### config.mk
export PLATFORM = sky130hd
export DESIGN_NAME = acl_spi_reader_flat
export DESIGN_NICKNAME = d
export VERILOG_FILES = /design/src/rtl/acl_spi_reader_if.sv /design/src/rtl/acl_spi_reader.sv /design/src/flat_wrapper.sv
export SDC_FILE = /design/constraint.sdc
export NUM_CORES = 1
export LEC_CHECK = 0
export BUFFER_PORTS_ARGS = -buffer_cell sky130_fd_sc_hd__buf_2
export CAP_MARGIN = 10
export CORE_ASPECT_RATIO = 1.5
export CORE_UTILIZATION = 43
export CTS_CLUSTER_SIZE = 25
export DETAILED_ROUTE_END_ITERATION = 10
export PLACE_DENSITY = 0.56
export SKIP_LAST_GASP = 1
export SYNTH_ARGS = -nofsm -noshare
export SYNTH_HDL_FRONTEND = slang
export SYNTH_SLANG_ARGS = --single-unit
### constraint.sdc
create_clock -name clk -period 2.2 [get_ports clk]
set_input_delay 0.22 -clock clk [delete_from_list [all_inputs] [get_ports clk]]
set_output_delay 0.22 -clock clk [all_outputs]
set_load 0.005 [all_outputs]
### src/rtl/acl_spi_reader_if.sv
// Bus between the ADXL362 reader and its surroundings: the SPI pins plus the
// packed sample output with its strobes.
interface acl_spi_reader_if;
    logic        miso;
    logic        sclk;
    logic        mosi;
    logic        cs_n;
    logic [14:0] acl_data;
    logic        data_valid;
    logic        cfg_done;

    modport master (
        input  miso,
        output sclk, mosi, cs_n, acl_data, data_valid, cfg_done
    );

    modport slave (
        output miso,
        input  sclk, mosi, cs_n, acl_data, data_valid, cfg_done
    );
endinterface

### src/rtl/acl_spi_reader.sv
// ADXL362 SPI master: puts the sensor in measurement mode once after reset,
// then periodically burst-reads X/Y/Z and publishes their top 5 bits.
module acl_spi_reader #(
    parameter int CLK_DIV        = 50,
    parameter int STARTUP_CYCLES = 1_000_000,
    parameter int SAMPLE_PERIOD  = 10_000_000
) (
    input  logic              clk,
    input  logic              rst,
    acl_spi_reader_if.master  bus
);

    localparam int DIV_W = $clog2(CLK_DIV + 1);
    localparam int STU_W = $clog2(STARTUP_CYCLES + 1);
    localparam int SMP_W = $clog2(SAMPLE_PERIOD + 1);

    localparam logic [DIV_W-1:0] DIV_LAST = DIV_W'(CLK_DIV - 1);
    localparam logic [STU_W-1:0] STU_LAST = STU_W'(STARTUP_CYCLES - 1);
    localparam logic [SMP_W-1:0] SMP_LAST = SMP_W'(SAMPLE_PERIOD - 1);

    // Frames are left-aligned in a 40-bit shifter; unused tail bits stay zero.
    localparam logic [39:0] CFG_FRAME  = {24'h0A2D02, 16'h0000};
    localparam logic [39:0] READ_FRAME = {16'h0B08, 24'h000000};

    localparam logic [2:0] STARTUP = 3'd0;
    localparam logic [2:0] CFG     = 3'd1;
    localparam logic [2:0] GAP     = 3'd2;
    localparam logic [2:0] WAIT    = 3'd3;
    localparam logic [2:0] READ    = 3'd4;
    localparam logic [2:0] LATCH   = 3'd5;

    logic [2:0]       state;
    logic [DIV_W-1:0] div_cnt;
    logic [6:0]       half_cnt;
    logic [STU_W-1:0] startup_cnt;
    logic [SMP_W-1:0] sample_cnt;
    logic [39:0]      tx;
    logic [14:0]      cap;
    logic             sclk_q;
    logic             cs_n_q;
    logic [14:0]      acl_q;
    logic             dv_q;
    logic             cfg_q;

    logic       tick;
    logic       sample_due;
    logic       start_cfg;
    logic       start_read;
    logic [6:0] half_last;
    logic [5:0] bit_idx;
    logic       keep_bit;

    assign tick       = (div_cnt == DIV_LAST);
    assign sample_due = (sample_cnt == SMP_LAST);
    assign start_cfg  = (state == STARTUP) && (startup_cnt == STU_LAST);
    assign start_read = sample_due && ((state == WAIT) || ((state == GAP) && tick));
    assign half_last  = (state == READ) ? 7'd80 : 7'd48;

    // Only bits [7:3] of each data byte are kept, so the capture register
    // holds exactly the packed sample once the frame completes.
    assign bit_idx  = half_cnt[6:1];
    assign keep_bit = (state == READ) && (bit_idx >= 6'd16) && (half_cnt[3:1] < 3'd5);

    // NOTE: all state updates use non-blocking assignments so every register
    // sees the pre-edge values of the others, regardless of statement order.
    always_ff @(posedge clk) begin
        if (rst) begin
            state       <= STARTUP;
            div_cnt     <= '0;
            half_cnt    <= '0;
            startup_cnt <= '0;
            tx          <= '0;
            cap         <= '0;
            sclk_q      <= 1'b0;
            cs_n_q      <= 1'b1;
            acl_q       <= '0;
            dv_q        <= 1'b0;
            cfg_q       <= 1'b0;
        end else begin
            dv_q <= 1'b0;
            case (state)
                STARTUP: startup_cnt <= startup_cnt + 1'b1;
                CFG, READ: begin
                    if (tick) begin
                        div_cnt  <= '0;
                        half_cnt <= half_cnt + 7'd1;
                        if (half_cnt == half_last) begin
                            cs_n_q <= 1'b1;
                            state  <= (state == READ) ? LATCH : GAP;
                            if (state == CFG) cfg_q <= 1'b1;
                        end else if (!half_cnt[0]) begin
                            sclk_q <= 1'b1;
                            if (keep_bit) cap <= {cap[13:0], bus.miso};
                        end else begin
                            sclk_q <= 1'b0;
                            tx     <= {tx[38:0], 1'b0};
                        end
                    end else begin
                        div_cnt <= div_cnt + 1'b1;
                    end
                end
                LATCH: begin
                    acl_q   <= cap;
                    dv_q    <= 1'b1;
                    div_cnt <= div_cnt + 1'b1;
                    state   <= GAP;
                end
                GAP: begin
                    if (tick) state <= WAIT;
                    else      div_cnt <= div_cnt + 1'b1;
                end
                WAIT:    ;
                default: state <= STARTUP;
            endcase

            // Frame start overrides whatever the case above chose.
            if (start_cfg || start_read) begin
                state    <= start_read ? READ : CFG;
                tx       <= start_read ? READ_FRAME : CFG_FRAME;
                cs_n_q   <= 1'b0;
                sclk_q   <= 1'b0;
                div_cnt  <= '0;
                half_cnt <= '0;
            end
        end
    end

    // Free-running, saturating; restarts at every read so starts are periodic.
    always_ff @(posedge clk) begin
        if (rst)             sample_cnt <= '0;
        else if (start_read) sample_cnt <= '0;
        else if (!sample_due) sample_cnt <= sample_cnt + 1'b1;
    end

    assign bus.sclk       = sclk_q;
    assign bus.cs_n       = cs_n_q;
    assign bus.mosi       = tx[39];
    assign bus.acl_data   = acl_q;
    assign bus.data_valid = dv_q;
    assign bus.cfg_done   = cfg_q;

endmodule

### src/flat_wrapper.sv
// flat-port wrapper written by rule: the top's interface ports become plain ports
module acl_spi_reader_flat 
#(
    parameter int CLK_DIV        = 50,
    parameter int STARTUP_CYCLES = 1_000_000,
    parameter int SAMPLE_PERIOD  = 10_000_000
)
  (clk, rst, bus_miso, bus_sclk, bus_mosi, bus_cs_n, bus_acl_data, bus_data_valid, bus_cfg_done);
  acl_spi_reader_if bus_i ();
  input  logic clk;
  input  logic rst;
  input wire logic [$bits(bus_i.miso)-1:0] bus_miso;
  output wire logic [$bits(bus_i.sclk)-1:0] bus_sclk;
  output wire logic [$bits(bus_i.mosi)-1:0] bus_mosi;
  output wire logic [$bits(bus_i.cs_n)-1:0] bus_cs_n;
  output wire logic [$bits(bus_i.acl_data)-1:0] bus_acl_data;
  output wire logic [$bits(bus_i.data_valid)-1:0] bus_data_valid;
  output wire logic [$bits(bus_i.cfg_done)-1:0] bus_cfg_done;
  assign bus_i.miso = bus_miso;
  assign bus_sclk = bus_i.sclk;
  assign bus_mosi = bus_i.mosi;
  assign bus_cs_n = bus_i.cs_n;
  assign bus_acl_data = bus_i.acl_data;
  assign bus_data_valid = bus_i.data_valid;
  assign bus_cfg_done = bus_i.cfg_done;
  acl_spi_reader #(.CLK_DIV(CLK_DIV), .STARTUP_CYCLES(STARTUP_CYCLES), .SAMPLE_PERIOD(SAMPLE_PERIOD)) u_core (.clk(clk), .rst(rst), .bus(bus_i));
endmodule
# Word-level counts from Yosys, hierarchy flattened
# Cells that the tools add are included.
[word_totals] word_cells=83 out_inout_bits=20 register_bits=134
[op_classes] n_addsub=4 eq_ne=15 bitwise=2 n_lt_le_gt_ge=2 n_reduce_logical=25 mux=23
[ops] op="40-bit two-way mux" count=5
[ops] op="33-bit two-way mux" count=1
[ops] op="24-bit by 1-bit adder with 24-bit output, second input constant" count=1
[ops] op="24-bit == test, second input constant" count=1
[ops] op="20-bit by 1-bit adder with 20-bit output, second input constant" count=1
[ops] op="20-bit == test, second input constant" count=1
[ops] op="3-bit two-way mux" count=6
[ops] op="6-bit one-hot mux with 3 select lines" count=1
[ops] op="6-bit two-way mux" count=2
[ops] op="3-bit one-hot mux with 4 select lines" count=1
[ops] op="4-bit AND reduction" count=3
[ops] op="2-bit nonzero test" count=4
[ops] op="2-bit OR reduction" count=4
[ops] op="7-bit by 1-bit adder with 7-bit output, second input constant" count=1
[ops] op="7-bit == test" count=1
[ops] op="7-bit two-way mux" count=1
[ops] op="6-bit by 1-bit adder with 6-bit output, second input constant" count=1
[ops] op="3-bit by 2-bit == test with 1-bit output, second input constant" count=2
[ops] op="3-bit == test, second input constant" count=2
[ops] op="6-bit == test, second input constant" count=1
[ops] op="6-bit by 5-bit greater-or-equal comparator with 1-bit output, second input constant" count=1
[ops] op="1-bit two-way mux" count=6
[ops] op="3-bit by 1-bit inequality test with 1-bit output, second input constant" count=2
[ops] op="3-bit AND reduction" count=2
[ops] op="other kinds (12)" count=20

# Logic depth before layout (Yosys ltp)
# Gate-level depths: netlist of the first run.
[logic_depth] word_depth=7 depth_mapped=10 depth_no_buf=7

# Least setup slack after synthesis of the first run
# Ideal clock, no wire load.
[synth_timing] path_type="reg-to-reg" start="register u_core.div_cnt[0]" end="register u_core.tx[33]" path_slack_ps=183 synth_period_minus_slack_ps=2017 arrival_ps=1898 setup_ps=119 stages_incl_launch_ff=7 cell_sequence="dfxtp_1 ha_1 or3b_1 nor4_4 o211ai_4 buf_4 o221a_2"
[synth_between] elab_chain_cells=7 elab_cells_between_ends=11 cone_classes="eq/ne: 2; mux: 1; reduce/logical: 8"
[synth_rtl] element="from (decl)" line="acl_spi_reader.sv:33" source="logic [DIV_W-1:0] div_cnt;"
[synth_rtl] element="from (signal assigned)" line="acl_spi_reader.sv:99" source="div_cnt <= div_cnt + 1'b1;"
[synth_rtl] element="from (signal assigned)" line="acl_spi_reader.sv:105" source="div_cnt <= div_cnt + 1'b1;"
[synth_rtl] element="from (signal assigned)" line="acl_spi_reader.sv:110" source="else div_cnt <= div_cnt + 1'b1;"
[synth_rtl] element="6-bit == test (*)" line="acl_spi_reader.sv:53" source="assign tick = (div_cnt == DIV_LAST);"
[synth_rtl] element="1-bit logical AND" line="acl_spi_reader.sv:56" source="assign start_read = sample_due && ((state == WAIT) || ((state == GAP) && tick));"
[synth_rtl] element="1-bit logical OR" line="acl_spi_reader.sv:56"
[synth_rtl] element="1-bit logical AND" line="acl_spi_reader.sv:56"
[synth_rtl] element="1-bit logical OR" line="acl_spi_reader.sv:117" source="if (start_cfg || start_read) begin"
[synth_rtl] element="2-bit inequality test (no source line) or 2-bit nonzero test (tied branches)"
[synth_rtl] element="4-bit AND reduction (no source line)"
[synth_rtl] element="to (signal assigned)" line="acl_spi_reader.sv:96" source="tx <= {tx[38:0], 1'b0};"
[synth_rtl] element="to (signal assigned)" line="acl_spi_reader.sv:119" source="tx <= start_read ? READ_FRAME : CFG_FRAME;"
[synth_rtl] element="to (decl)" line="acl_spi_reader.sv:37" source="logic [39:0] tx;"
# Every way passes the cells marked *; elsewhere a longest branch is shown, timed or not.
# A chain may end at the register's enable or synchronous reset.

# Final worst setup path of the first run
[layout_timing] start="register u_core.div_cnt[1]" end="register u_core.tx[26]"
# The elaborated chain is that of the path after synthesis.

==> results.md, run 1 <==
* Status: complete, no violations
* Worst Hold Path EP: u_core.cap[0]
* Cts bufs inserted at 17
* GRT overflow at 0
* CP Capture Type: flop
* CTS tree: built
* Max-cap viol count at 0
* FF+latch count, synth at 117
* CTS H-Tree Depth at 4
* Hold buffers post-CTS at 0
* Vias per std cell at roughly 5.2
* Final GP Congestion at 0.801
* Remaining DRCs at 0
* Core box area at 11500 sq um
* Reg2reg start: u_core.div_cnt[1]
* Reg2Reg Depth at 7
* Die area at 12300 sq um
* Hold WS at between 30 and 40 ps
* Hold depth at 3
* Final core utilization at 54.0%
* Slowest stage delay, CP at 430 ps
* Vias in the first global route at 4070
* Post-synthesis sequential area ratio at 46.0%
* FILL cells at 1099
* Start point of the worst hold path: bus_miso
* Synth cell count leaders: dfxtp_1, nand2_1, nor2_1
* Yosys warns at 0
* Pwr Density at 783 nW/um^2
* CP top delay family: simple AND/OR/NAND/NOR gates
* Worst VDD drop at roughly 0.00056 V
* Die width at between 90 and 100 um
* Worst EP required at 2500 ps
* Critical Path Start Type: flop
* Worst Path Buf+Inv at 2
* CP max-delay cell: nor4_4
* Clock Sinks at ~120
* WP data arrival at 2410 ps
* Synth top area share at about 46%
* Final hold viol count at 0
* Leak Pwr at roughly 2.4 nW
* Routed WL at 10900 um
* Largest net degree at the start of global routing at 43
* Multi-input gate area at 2610 sq um
* Total Nets Final at about 650
* Detailed Place HPWL at about 7400 um
* Worst-Margin Slew at 652 ps
* Largest area contributor in the synthesized netlist: dfxtp_1
* Most frequent cell after synthesis: dfxtp_1
* Syn avg cell area at 8.72 sq um
* Initial antenna violation count at 0
* Register area at 2340 sq um
* Worst skew pair latency at 410 ps
* Crit Path Class: reg2reg
* Die Ht at 135 um
* Synth top area cells: dfxtp_1, nand2_1, nor2_1, xor2_1, a21oi_1
* Post-route ant nets at 0
* Layout area overhead at 22.2%
* Crit share post-route at 96.1%
* CP Max Fanout at 6
* Async SR Flop Fraction at 0%
* Core Rows at 48
* Reg2Reg Setup Slack at roughly 85 ps
* DR WL/cell at 13.6 um
* Final Slew Violations at 0
* Post-synth EDFFs at 0
* ANT cells at 0
* Number of cells on the critical path at 7
* Reg2reg end: u_core.tx[26]
* First-pass GRT wire length at 18600 um
* Most common flop cell mapped by yosys: dfxtp_1
* Worst min-delay path class: in2reg
* Crit path cell chain: inv_1, ha_1, or3b_4, nor4_4, o211ai_4, buf_4, o221a_2
* Clock-pin slew on the worst setup and hold paths at 60 ps
* Mapped Nets at around 590
* TritonRoute pass-1 iters at 4
* Library cells used by synthesis at 56
* F_max at 473 MHz
* Starting Density at 44.2%
* Post-Synthesis Cell Area at 5090 sq um
* Initial drt markers at between 200 and 250
* IO Pins at 23
* Cells after synthesis at around 580
* Gr usage total at 19.1%
* Min cycle time layout at between 2000 and 2500 ps
* Routed vias at 4190
* Buffers on Ports at 22
* Root buffer cell: clkbuf_16
* Setup violators final at 0
* Worst rel slew slack at 56.4%
* Clock skew at 7.98 ps
* Layout cells sized above 1 at 17.7%
* CTS Buffer Depth at 2
## worst min-delay path: cells and delay by family
kind	cells	cell delay [ps]
buffers and inverters	1	70
AND/OR/NAND/NOR	1	70
multiplexers	1	50
## how the worst max path moves through the flow
| stage | from | end | slack, ps |
|---|---|---|---|
| after global routing | u_core.div_cnt[1] | u_core.tx[26] | -20 |
| after CTS | u_core.div_cnt[0] | u_core.tx[24] | 4 |
| after detailed placement | u_core.half_cnt[0] | u_core.tx[26] | -120 |
| after global placement | u_core.half_cnt[0] | u_core.tx[27] | -80 |
| final | u_core.div_cnt[1] | u_core.tx[26] | 80 |
| after floorplan | u_core.div_cnt[0] | u_core.tx[33] | 180 |
## power breakdown
group / leakage [nW] / switching [W] / internal (W)
registers: 0.944 / 0.00000880 / 0.00213
clock network: 0.278 / 0.00105 / 0.00161
logic: 1.18 / 0.0000492 / 0.0000256
## metrics by stage
stage / power [W] / TNS (ps) / cells / setup WS [ps] / area (sq um)
floorplan: 0.00223 / 0 / 584 / 183 / 5090
global placement: 0.00226 / -392 / 761 / -78.9 / 5560
detailed placement: 0.00226 / -573 / 761 / -122 / 5560
CTS: 0.00495 / 0 / 794 / 4.02 / 6160
global route: 0.00505 / -50.5 / 800 / -23.9 / 6230
finish: 0.00488 / 0 / 800 / 84.7 / 6230
## placed cells by master (no fill, tap or decap), types with 14 or more instances in the layout
cell       Yosys  final
dfxtp_1      117    116
nand2_1       87     87
nor2_1        76     75
a21oi_1       44     44
buf_4          2     31
nand3_1       29     29
xor2_1        27     27
buf_2          7     22
mux2i_1       19     19
clkbuf_16      0     17
nor3_1        15     15
xnor2_1       15     15
nand4_1       14     14
## kinds of logic after synthesis
kind of cell	share of synthesized area, %
adders and majority gates	1.47
xor gates and xnor gates	7.22
AOI/OAI and AO/OA	10.9
muxes	4.25
buffers and inverters	3.34
and+or+nand+nor	26.9
DFF	46.0
## final cells by class
class / instances / share of cell area, %
sequential: 117 / 37.6
multi-input combinational: 431 / 41.9
clock inverter: 14 / 2.33
tap: 150 / 3.01
inverter: 10 / 0.603
timing repair buffer: 60 / 7.47
clock buffer: 18 / 7.05
## state kept, by name (all words and copies together) (netlist names)
name and cells:
u_core.sample_cnt 24, u_core.state 3, u_core.startup_cnt 20, u_core.div_cnt 6
u_core.bus.cfg_done 1, u_core.tx 23, u_core.bus.acl_data 15, u_core.cap 15
u_core.bus.data_valid 1, u_core.bus.cs_n 1, u_core.bus.sclk 1, u_core.half_cnt 7
## per-layer routing
metal,track usage (%),wire [um],part of all wire (%)
met5,0,0,0
met4,8.29,203,1.9
met3,4.94,273,2.5
met1,21.3,4900,45
met2,34.0,5530,51
## timing repair
action	in CTS	in global routing
pin swaps	2	3
setup endpoints to repair	5	29
gates cloned	1	0
gates resized for setup	0	6
setup buffers	0	6
No activity file was read; power rests on OpenSTA's default activity.
==> inputs of run 2 (changes only) <==
--- a/config.mk
+++ b/config.mk
@@ -5,13 +5,15 @@
 export SDC_FILE = /design/constraint.sdc
 export NUM_CORES = 1
 export LEC_CHECK = 0
-export BUFFER_PORTS_ARGS = -buffer_cell sky130_fd_sc_hd__buf_2
 export CAP_MARGIN = 10
+export CELL_PAD_IN_SITES_DETAIL_PLACEMENT = 0
+export CELL_PAD_IN_SITES_GLOBAL_PLACEMENT = 2
 export CORE_ASPECT_RATIO = 1.5
-export CORE_UTILIZATION = 43
+export CORE_UTILIZATION = 39
 export CTS_CLUSTER_SIZE = 25
 export DETAILED_ROUTE_END_ITERATION = 10
-export PLACE_DENSITY = 0.56
+export DONT_BUFFER_PORTS = 1
+export PLACE_DENSITY = 0.75
 export SKIP_LAST_GASP = 1
 export SYNTH_ARGS = -nofsm -noshare
 export SYNTH_HDL_FRONTEND = slang
==> results.md, run 2 (same netlist as run 1, synthesis figures left out) <==
* Initial antenna violation count at 0 (unchanged)
* Starting Density at 40.3% (-3.9 points)
* Worst min-delay path class: in2reg
* Initial drt markers at 143 (-30%)
* Post-route ant nets at 0 (unchanged)
* Final hold viol count at 0 (unchanged)
* Switching part of the total at 19.7% (-3.1 points)
* Core Rows at 50 (+4.2%)
* ANT cells at 0 (unchanged)
* Worst VDD drop at 0.000504 V (-9.8%)
* Vias in the first global route at 3883 (-4.6%)
* Sw power at 0.00103 W (-6.9%)
* CTS tree: built
* Layout cells sized above 1 at 14.4% (-3.3 points)
* Worst Setup Slack, final at 88.4 ps (+3.67 ps)
* Routed WL at 11200 um (+2.4%)
* Core box area at 12600 sq um (+9.6%)
* Clock Sinks at 117 (unchanged)
* Largest registers: u_core.sample_cnt x24, u_core.tx x23, u_core.startup_cnt x20
* Start point of the worst hold path: rst
* CTS H-Tree Depth at 4 (unchanged)
* TritonRoute pass-1 iters at 4 (unchanged)
* Internal at 0.00422 W (+12%)
* Largest net degree at the start of global routing at 58 (+35%)
* Critical Path Start Type: flop
* Max-cap viol count at 0 (unchanged)
* WP data arrival at 2410 ps (about the same)
* Clock-pin slew on the worst setup and hold paths at 50 ps (about the same)
* Final Power at 0.00525 W (+7.7%)
* Root buffer cell: clkbuf_16
* Worst EP required at 2490 ps (about the same)
* Routed vias at 4106 (-2.0%)
* Clock skew at 7.24 ps (-0.737 ps)
* Min cycle time layout at 2110 ps (-3.67 ps)
* Setup violators final at 0 (unchanged)
* Layout area overhead at 21.7%
* Power share of the combinational group at 1.5% (about the same)
* Most frequent cells in the layout: dfxtp_1, nand2_1, nor2_1
* Largest register FFs at 24 (unchanged)
* Remaining DRCs at 0 (unchanged)
* Final GP Congestion at 0.738 (-7.9%)
* Worst rel slew slack at 58.1% (+1.7 points)
* Pwr Density at 848 nW/um^2 (+8.2%)
* Commonest non-fill, non-tap cell in the layout: dfxtp_1
* Status: complete, no violations
* Die Ht at 142 um (+4.9%)
* Gr usage total at 17.8% (-1.3 points)
* Buffers on Ports at 0 (-100%)
* GRT overflow at 0 (unchanged)
* Cts bufs inserted at 17 (unchanged)
* Vias per std cell at 5.26 (+0.38%)
* CTS Buffer Depth at 2 (unchanged)
* Reg2reg start: u_core.half_cnt[1]
* Worst skew pair latency at 410 ps (about the same)
* Total Nets Final at 621 (-3.9%)
* Worst setup path startpoint: u_core.half_cnt[1]
* DR WL/cell at 14.3 um (+4.9%)
* Clock power share at 57.8% (+3.2 points)
* Final Slew Violations at 0 (unchanged)
* CP Max Fanout at 8 (+2)
* CP Capture Type: flop
* F_max at 474 MHz (+0.17%)
* Flop pwr share at 40.7% (-3.1 points)
* Most flop-heavy register: u_core.sample_cnt
* Pre-CTS setup slack at 28.3 ps (+151 ps)
* First-pass GRT wire length at 18600 um (-0.18%)
* Leak Pwr at 2.33 nW (-3.2%)
* Die area at 13500 sq um (+10%)
* IO Pins at 23 (unchanged)
* Crit share post-route at 96.0% (-0.17 points)
* FILL cells at 1201 (+9.3%)
* Detailed Place HPWL at 7590 um (+2.5%)
* Worst-Margin Slew at 627 ps (-24.8 ps)
* Die width at 95.3 um (+4.9%)
* Crit Path Class: reg2reg
[run 2: changes by cell type in the layout (fill, tap and decap cells not counted), sizes merged]
cell,previous run,this run
inv,14,9
clkinvlp,3,4
clkinv,6,5
dlygate4sd3,0,1
buf,60,35
clkbuf,18,19
bufinv,1,5
o211ai,4,3
[run 2: path summary, 6_finish.rpt]
path | end | slack (ps) | cells after the start
setup / recovery | u_core.tx[33] | 90 | 7
hold / removal | u_core.bus.acl_data[12] | 140 | 2
setup reg to reg | u_core.tx[33] | 90 | 7
hold reg to reg | u_core.tx[21] | 450 | 2
[run 2: power groups by stage]
stage	Sequential, W	Clock, W	Combinational [W]
final	0.00214	0.00304	0.0000777
after global routing	0.00214	0.00320	0.0000879
after CTS	0.00214	0.00311	0.0000795
after detailed placement	0.00218	0	0.0000556
after global placement	0.00218	0	0.0000543
after floorplan	0.00218	0	0.0000469
[run 2: cell type report]
type	count	area (sq um)	area share (%)
inverter	10	37.5	0.606
clock buffer	19	453	7.31
tap	156	195	3.15
timing repair buffer	36	372	6.00
clock inverter	13	204	3.29
sequential	117	2340	37.8
multi-input combinational	430	2590	41.8
[run 2: through the flow]
step	instances	cell area (sq um)	util [%]	hold WS (ps)	TNS (ps)
3_5_place_dp	744	5450	43.1	296	0
3_3_place_gp	744	5450	43.1	295	0
4_1_cts	778	6150	48.6	136	0
2_1_floorplan	584	5090	-	364	0
5_1_grt	781	6200	49.0	150	-120
6_report	781	6200	49.0	138	0
[run 2: critical path, cell delays in order (launching register included)]
cell and delay (ps):
dfxtp_1 340, inv_1 90, ha_1 150, nand2_1 70, or4_4 480, o211ai_4 350
o211ai_2 230, o221a_2 290
[run 2: routing by layer]
metal,wire length [um],vias up,share of wire [%],global-route usage [%]
met5,0,-,0,0
met2,5570,43,50,29.7
met1,5130,1953,46,21.4
li1,-,2094,-,-
met4,199,0,1.8,8.21
met3,261,16,2.3,3.95
[run 2: repair_timing]
action | 4_1_cts | 5_1_grt
gates resized for setup | 0 | 5
hold buffers | 2 | 0
endpoints found under the hold margin | 57 | 0
buffers inserted | 0 | 3
endpoints found under the setup margin | 0 | 55
==> inputs of run 3 (changes only) <==
--- a/config.mk
+++ b/config.mk
@@ -5,15 +5,17 @@
 export SDC_FILE = /design/constraint.sdc
 export NUM_CORES = 1
 export LEC_CHECK = 0
+export ABC_CLOCK_PERIOD_IN_PS = 2200
 export CAP_MARGIN = 10
 export CELL_PAD_IN_SITES_DETAIL_PLACEMENT = 0
-export CELL_PAD_IN_SITES_GLOBAL_PLACEMENT = 2
+export CELL_PAD_IN_SITES_GLOBAL_PLACEMENT = 1
 export CORE_ASPECT_RATIO = 1.5
-export CORE_UTILIZATION = 39
+export CORE_UTILIZATION = 43
 export CTS_CLUSTER_SIZE = 25
 export DETAILED_ROUTE_END_ITERATION = 10
 export DONT_BUFFER_PORTS = 1
-export PLACE_DENSITY = 0.75
+export PLACE_DENSITY = 0.68
+export RECOVER_POWER = 25
 export SKIP_LAST_GASP = 1
 export SYNTH_ARGS = -nofsm -noshare
 export SYNTH_HDL_FRONTEND = slang
==> results.md, run 3 (same netlist as run 1, synthesis figures left out) <==
* Crit share post-route at 97.5% (+1.6 points)
* Worst EP required at 2500 ps (about the same)
* Clock-pin slew on the worst setup and hold paths at 60 ps (about the same)
* Clock Sinks at 117 (unchanged)
* Internal at 0.00371 W (-12%)
* Routed vias at 4108 (+0.049%)
* Layout area overhead at 19.3%
* Final Slew Violations at 0 (unchanged)
* GRT overflow at 0 (unchanged)
* Worst Path Buf+Inv at 3 (+2)
* Layout cells sized above 1 at 14.1% (-0.32 points)
* CTS H-Tree Depth at 4 (unchanged)
* Vias per std cell at 5.30 (+0.82%)
* TritonRoute pass-1 iters at 4 (unchanged)
* Die area at 12300 sq um (-9.1%)
* Worst min-delay path class: in2reg
* Switching part of the total at 22.5% (+2.9 points)
* Setup violators final at 0 (unchanged)
* IO Pins at 23 (unchanged)
* Commonest non-fill, non-tap cell in the layout: dfxtp_1
* DR WL/cell at 14.2 um (-0.36%)
* Worst skew pair latency at 410 ps (about the same)
* Total Nets Final at 621 (unchanged)
* Final Power at 0.00479 W (-8.9%)
* FILL cells at 1088 (-9.4%)
* Leak Pwr at 2.27 nW (-2.5%)
* Die width at 90.9 um (-4.7%)
* RSZ-0062 raised after global routing: yes
* Starting Density at 44.2% (+3.9 points)
* Core box area at 11500 sq um (-8.8%)
* Area post-placement at 5430 sq um (-0.37%)
* WP data arrival at 2440 ps (+30 ps)
* Vias in the first global route at 3844 (-1.0%)
* F_max at 466 MHz (-1.6%)
* Cts bufs inserted at 17 (unchanged)
* Final GP Congestion at 0.754 (+2.2%)
* Pre-CTS setup slack at -80.1 ps (-108 ps)
* Largest net degree at the start of global routing at 58 (unchanged)
* CP Max Fanout at 9 (+1)
* Worst-Margin Slew at 614 ps (-13.0 ps)
* Hold depth at 2 (unchanged)
* Most flop-heavy register: u_core.sample_cnt
* Slowest stage delay, CP at 470 ps (about the same)
* Max-cap viol count at 0 (unchanged)
* Most frequent cells in the layout: dfxtp_1, nand2_1, nor2_1
* CP max-delay cell: or3b_1
* Number of cells on the critical path at 8 (+1)
* Core Rows at 48 (-4.0%)
* Worst Setup Slack, final at 54.3 ps (-34.1 ps)
* Status: complete, no violations
* Worst rel slew slack at 58.9% (+0.87 points)
* Flop pwr share at 44.6% (+3.9 points)
* CTS Buffer Depth at 2 (unchanged)
* Final hold viol count at 0 (unchanged)
* CP top delay family: simple AND/OR/NAND/NOR gates
* Sw power at 0.00108 W (+4.5%)
* Critical Path Start Type: flop
* Final instance area at 6080 sq um (-1.9%)
* Initial antenna violation count at 0 (unchanged)
* Pwr Density at 788 nW/um^2 (-7.1%)
* Remaining DRCs at 0 (unchanged)
* Routed WL at 11000 um (-1.1%)
* CP Capture Type: flop
* Reg2Reg Depth at 8 (+1)
* First-pass GRT wire length at 18400 um (-0.85%)
* Initial drt markers at 159 (+11%)
* Min cycle time layout at 2150 ps (+34.1 ps)
* Clock skew at 7.57 ps (+0.329 ps)
* Crit path cell chain: inv_1, ha_1, or3b_1, nor4_4, buf_4, o211ai_4, buf_12, o221a_2
* Buffers on Ports at 0 (unchanged)
* Clock power share at 53.9% (-3.9 points)
* Detailed Place HPWL at 7270 um (-4.1%)
* Power share of the combinational group at 1.5% (about the same)
* Crit Path Class: reg2reg
* Post-route ant nets at 0 (unchanged)
* Die Ht at 135 um (-4.7%)
* CTS tree: built
* Root buffer cell: clkbuf_16
* Largest registers: u_core.sample_cnt x24, u_core.tx x23, u_core.startup_cnt x20
* ANT cells at 0 (unchanged)
* Gr usage total at 19.0% (+1.2 points)
* Worst VDD drop at 0.000514 V (+1.8%)
* Largest register FFs at 24 (unchanged)
[run 3: path summary, 6_finish.rpt]
check / start / to / slack (ps)
setup / recovery: u_core.div_cnt[1] / u_core.tx[29] / 50
hold / removal: rst / u_core.startup_cnt[6] / 140
setup reg to reg: u_core.div_cnt[1] / u_core.tx[29] / 50
hold reg to reg: u_core.tx[20] / u_core.tx[20] / 450
[run 3: timing repair]
action	in CTS	in global routing
hold buffers	2	0
resized for setup	1	4
setup endpoints to repair	53	61
gates cloned	1	0
endpoints found under the hold margin	57	0
setup buffers	0	2
pin swaps	1	2
[run 3: layout make-up]
type	instances	area, sq um	area share [%]
inverter	10	37.5	0.617
clock inverter	15	133	2.18
clock buffer	17	425	7.00
sequential	117	2340	38.5
tap	150	188	3.09
multi-input combinational	431	2630	43.2
timing repair buffer	35	329	5.41
[run 3: per-layer routing]
metal / share of wire [%] / GRT usage (%)
met1: 43 / 21.5
met2: 52 / 33.2
met3: 3.6 / 5.27
met4: 1.6 / 8.29
met5: 0 / 0
[run 3: metrics by stage]
step / hold WS, ps / cells / util (%) / TNS, ps
after floorplan: 364 / 584 / - / 0
after global placement: 295 / 738 / 47.1 / -240
after detailed placement: 297 / 738 / 47.1 / -584
after CTS: 126 / 773 / 52.4 / 0
after global routing: 133 / 775 / 52.7 / -236
final: 141 / 775 / 52.7 / 0
[run 3: power by group through the flow]
| stage | Combinational, W | Sequential (W) | Clock [W] |
|---|---|---|---|
| 2_1_floorplan | 0.0000469 | 0.00218 | 0 |
| 3_3_place_gp | 0.0000505 | 0.00218 | 0 |
| 3_5_place_dp | 0.0000522 | 0.00218 | 0 |
| 4_1_cts | 0.0000736 | 0.00214 | 0.00264 |
| 5_1_grt | 0.0000814 | 0.00214 | 0.00275 |
| 6_report | 0.0000723 | 0.00214 | 0.00258 |
